==> config.mk <==
export PLATFORM = sky130hd
export DESIGN_NAME = lab3_word_deserializer
export DESIGN_NICKNAME = d
export VERILOG_FILES = /design/src/rtl/lab3_pkg.sv /design/src/rtl/lab3_word_reg.sv /design/src/rtl/lab3_word_deserializer.sv
export SDC_FILE = /design/constraint.sdc
export NUM_CORES = 1
export LEC_CHECK = 0
export BUFFER_PORTS_ARGS = -buffer_cell sky130_fd_sc_hd__buf_2
export CAP_MARGIN = 20
export CORE_ASPECT_RATIO = 0.75
export CORE_MARGIN = 1
export CORE_UTILIZATION = 55
export CTS_CLUSTER_SIZE = 20
export DETAILED_ROUTE_END_ITERATION = 12
export GPL_TIMING_DRIVEN = 0
export MAX_ROUTING_LAYER = met4
export PLACE_DENSITY = 0.86
export SLEW_MARGIN = 20
export SYNTH_ARGS = -nofsm -noshare
export SYNTH_HDL_FRONTEND = slang
export SYNTH_SLANG_ARGS = --single-unit
==> constraint.sdc <==
create_clock -name clock -period 1.7 [get_ports clock]
set_input_delay 0.34 -clock clock [delete_from_list [all_inputs] [get_ports clock]]
set_output_delay 0.34 -clock clock [all_outputs]
set_load 0.01 [all_outputs]
==> src/rtl/lab3_pkg.sv <==
// lab3_pkg: shared word type, counter width and index sizing for the Lab 3 deserializer.
package lab3_pkg;
    localparam int DEFAULT_WIDTH = 4;
    localparam int FRAME_CNT_W = 8;
    typedef logic [DEFAULT_WIDTH-1:0] word_t;
    function automatic int idx_w(input int n);
        return (n > 1) ? $clog2(n) : 1;
    endfunction
endpackage

==> src/rtl/lab3_word_reg.sv <==
// lab3_word_reg: WIDTH-bit load-enabled register, async active-low clear.
module lab3_word_reg #(
    parameter int WIDTH = 4
) (
    input  logic             clock,
    input  logic             reset,
    input  logic             en_i,
    input  logic [WIDTH-1:0] d_i,
    output logic [WIDTH-1:0] q_o
);
    logic [WIDTH-1:0] data_q;
    always_ff @(posedge clock or negedge reset) begin
        if (!reset) data_q <= '0;
        else if (en_i) data_q <= d_i;
    end
    assign q_o = data_q;
endmodule

==> src/rtl/lab3_word_deserializer.sv <==
// lab3_word_deserializer: packs N chain words into one frame on a valid/ready port.
// Only the last word of a frame can stall, and only while a held frame is unconsumed.
module lab3_word_deserializer
    import lab3_pkg::*;
#(
    parameter int N     = 10,
    parameter int WIDTH = 4
) (
    input  logic                   clock,
    input  logic                   reset,
    input  logic                   in_valid,
    input  logic [WIDTH-1:0]       in_data,
    output logic                   in_ready,
    output logic                   out_valid,
    output logic [N*WIDTH-1:0]     out_frame,
    input  logic                   out_ready,
    output logic [FRAME_CNT_W-1:0] frame_cnt
);
    localparam int IW = idx_w(N);
    logic [IW-1:0]              idx_q, idx_d;
    logic [N*WIDTH-1:0]         frame_q, frame_d;
    logic                       valid_q, valid_d;
    logic [FRAME_CNT_W-1:0]     cnt_q, cnt_d;
    logic [(N-1)*WIDTH-1:0]     asm_w;
    logic                       last, in_xfer, out_xfer, load;
    assign last     = idx_q == IW'(N-1);
    assign in_ready = !(last && valid_q && !out_ready);
    assign in_xfer  = in_valid && in_ready;
    assign out_xfer = valid_q && out_ready;
    assign load     = in_xfer && last;
    for (genvar g = 0; g < N-1; g++) begin : g_slot
        lab3_word_reg #(.WIDTH(WIDTH)) u_slot (
            .clock(clock),
            .reset(reset),
            .en_i (in_xfer && idx_q == IW'(g)),
            .d_i  (in_data),
            .q_o  (asm_w[g*WIDTH +: WIDTH])
        );
    end
    // A final-word load during a hand-off replaces the frame and keeps valid high.
    always_comb begin
        idx_d   = in_xfer ? (last ? '0 : idx_q + 1'b1) : idx_q;
        frame_d = load ? {in_data, asm_w} : frame_q;
        valid_d = load || (valid_q && !out_ready);
        cnt_d   = cnt_q + FRAME_CNT_W'(out_xfer);
    end
    always_ff @(posedge clock or negedge reset) begin
        if (!reset) begin
            idx_q   <= '0;
            frame_q <= '0;
            valid_q <= 1'b0;
            cnt_q   <= '0;
        end else begin
            idx_q   <= idx_d;
            frame_q <= frame_d;
            valid_q <= valid_d;
            cnt_q   <= cnt_d;
        end
    end
    assign out_valid = valid_q;
    assign out_frame = frame_q;
    assign frame_cnt = cnt_q;
endmodule

==> impl_metrics.json <==
{
  "status": "completed",
  "clk_latency_ns": 0.36,
  "routed_via_density": 5.27,
  "synth.distinct_cells": 33,
  "min_period_ns": 1.68,
  "maxCapViolCount": 0,
  "diodes": 0,
  "relSlewSlack": 0.607,
  "rsz0062_at_grt": "true",
  "cp-start-kind": "flop",
  "finalHoldViolCount": 0,
  "initial_core_util": 0.588,
  "gr-usage-all-layers": 0.213,
  "power_switching_mw": 2.06,
  "die-height_um": 71.4,
  "p_int_mw": 4.87,
  "cts.sinks": 89,
  "grt_use_met1": 0.278,
  "avgSynthCellArea_um2": 15.5,
  "skew_ns": 0.00965,
  "cts_buffer_depth": 2,
  "place_congestion": 0.859,
  "cts-root-buf": "clkbuf_8",
  "grt_max_degree": 52,
  "drc_errors": 0,
  "drive_gt1_frac": 0.544,
  "syn_area_um2": 3530,
  "dieArea_um2": 6740,
  "dr.pass1.iters": 6,
  "endpoint_kind": "output pin",
  "vias": 1981,
  "rows": 24,
  "grt_overflow": 0,
  "switching_share": 0.297,
  "power.leakage_nw": 2.07,
  "hold_path.class": "in -> reg",
  "ys_warn_count": 0,
  "grt_antenna_before_repair": 0,
  "worstMarginPinSlew_ns": 0.589,
  "final_cells": 376,
  "ant_nets": 0,
  "cts_buffers": 9,
  "pwr-share-clk": 0.206,
  "fin_total_pwr_mw": 6.93,
  "gr-usage-met2": 0.306,
  "drt_iter0_drc": 85,
  "powerDensity_nw_per_um2": 1670,
  "ys_ff_latch": 89,
  "synth_cells": 227,
  "placed_cell_area_um2": 3920,
  "seq_power_share": 0.500,
  "ir_drop_uv": 987,
  "place_inst": 358,
  "slew_viol_final": 0,
  "period_share": 0.991,
  "clock.fmax_mhz": 594,
  "cts_tree": "built",
  "core-area_um2": 6010,
  "required_ns": 1.36,
  "place_hpwl_um": 4250,
  "area_delta_synth_final_pct": 17.6,
  "gr-usage-met3": 0.0902,
  "grt_pass1_vias": 2023,
  "cp.arrival_ns": 1.34,
  "pin_count": 58,
  "crit_type": "reg -> out",
  "wl_um": 6170,
  "ys_seq_area_frac": 0.631,
  "top_usage_layer": "met2",
  "critPathMaxFanout": 5,
  "comb_power_share": 0.295,
  "syn_nets": 237,
  "fin_area_um2": 4150,
  "ff2ff_setup_slack_ns": 0.11,
  "clkSlewWorstSetupHoldPaths_ns": 0.08,
  "die_x_um": 94.5,
  "setup_viol": 0,
  "htreeDepth": 3,
  "wl_per_cell_um": 16.4,
  "portBuffers": 52,
  "nets": 303,
  "grt_first_pass_wirelength_um": 10100
}
==> repair_timing <==
action                     in CTS  in global routing
gates resized for setup         3                  4
pin swaps                       2                  1
setup buffers                   1                  1
setup endpoints to repair      10                 11
hold buffers                    1                  0
hold endpoints to repair       38                  0
==> final timing paths <==
kind	start	endpoint	cells past startpoint
min reg2reg	frame_cnt[7]	frame_cnt[7]	1
min in group asynchronous	reset	out_frame[9]	2
max reg2reg	idx_q[2]	g_slot[3].u_slot.q_o[1]	5
max in group asynchronous	reset	out_frame[38]	3
max	idx_q[1]	in_ready	3
min	in_valid	idx_q[3]	2
==> layer usage <==
metal / vias to the layer above / share of wire
li1: 934 / -
met1: 980 / 0.49
met2: 56 / 0.44
met3: 11 / 0.054
met4: 0 / 0.015
met5: - / 0
==> cells by family (layout without fill, tap and decap cells) <==
group           after synthesis  count (layout)  share of synthesized area
simple gates                 33              33                     0.0564
flops                        89              89                      0.631
mux                          76              76                      0.246
xor+xnor                      7               7                     0.0174
compound gates                6               6                     0.0131
fa+ha+maj                     2               2                    0.00709
buf+inv                      14              85                     0.0291
==> placed cells by master, fill, tap and decap left out, types with 2 or more instances in the layout <==
master,netlist,layout
buf_4,1,3
buf_1,5,4
buf_6,2,2
nand3b_1,2,2
ha_1,2,2
nor3b_2,0,2
mux2_2,73,73
nand3_1,9,9
dfrtp_1,89,88
buf_2,1,52
clkinv_2,0,2
nor2_1,2,2
mux2_4,3,3
xnor2_1,6,6
nand2_1,6,6
and3_1,3,3
clkinvlp_4,0,2
clkbuf_2,0,2
clkbuf_8,3,13
==> critical path: stages (launching register included) <==
cell and delay (ns):
dfrtp_1 0.42, and4bb_2 0.37, nand2_1 0.06, buf_2 0.14
==> power by group through the flow <==
stage / sequential [mW] / clock, mW / combinational [mW]
2_1_floorplan: 3.59 / 0 / 1.15
3_3_place_gp: 3.45 / 0 / 1.93
3_5_place_dp: 3.50 / 0 / 2.02
4_1_cts: 3.48 / 1.45 / 2.03
5_1_grt: 3.57 / 1.54 / 2.24
6_report: 3.46 / 1.42 / 2.04
==> sequential cells by signal, indices dropped and copies added, names as in the netlist <==
register           cells
out_valid              1
frame_cnt              8
out_frame             40
idx_q                  4
g_slot.u_slot.q_o     36
==> Yosys cell counts <==
cell type | number | area (um2)
nand2_1 | 6 | 22.5
buf_6 | 2 | 22.5
o31ai_1 | 1 | 7.51
buf_2 | 1 | 5.00
a31oi_1 | 1 | 6.26
nor3_1 | 2 | 10.0
dfrtp_1 | 89 | 2230
and2_1 | 1 | 6.26
clkbuf_8 | 3 | 41.3
nor2_1 | 2 | 7.51
xnor2_1 | 6 | 52.6
mux2_2 | 73 | 822
nand3_4 | 1 | 17.5
or3_1 | 1 | 6.26
buf_4 | 1 | 7.51
a21o_1 | 1 | 7.51
o21a_1 | 1 | 7.51
buf_1 | 5 | 18.8
nand3_1 | 9 | 45.0
nor2b_1 | 1 | 6.26
or2b_2 | 1 | 8.76
nand3b_1 | 2 | 15.0
and4bb_2 | 1 | 12.5
xor2_1 | 1 | 8.76
a31o_2 | 1 | 8.76
a41oi_1 | 1 | 8.76
inv_1 | 1 | 3.75
clkbuf_1 | 1 | 3.75
and3_1 | 3 | 18.8
mux2_4 | 3 | 45.0
ha_1 | 2 | 25.0
and2b_1 | 1 | 7.51
nor3b_1 | 2 | 15.0
==> area by class of cell <==
cell class / count / area, um2
Tap cell: 78 / 97.6
Timing Repair Buffer: 56 / 315
Clock inverter: 5 / 55.1
Multi-Input combinational cell: 124 / 1210
Fill cell: 432 / 1860
Inverter: 1 / 3.75
Clock buffer: 11 / 141
Sequential cell: 89 / 2230
Buffer: 12 / 93.8
==> metrics by stage <==
step	worst slack [ns]	setup TNS (ns)	util	hold slack, ns
floorplan	0.135	0	-	0.0444
global placement	-0.421	-36.98	0.647	0.460
detailed placement	-0.0164	-0.0995	0.652	0.347
CTS	-0.00742	-0.00742	0.688	0.213
global route	-0.0559	-0.0559	0.691	0.214
finish	0.0155	0	0.691	0.225
(Power assumes the default switching activity.)
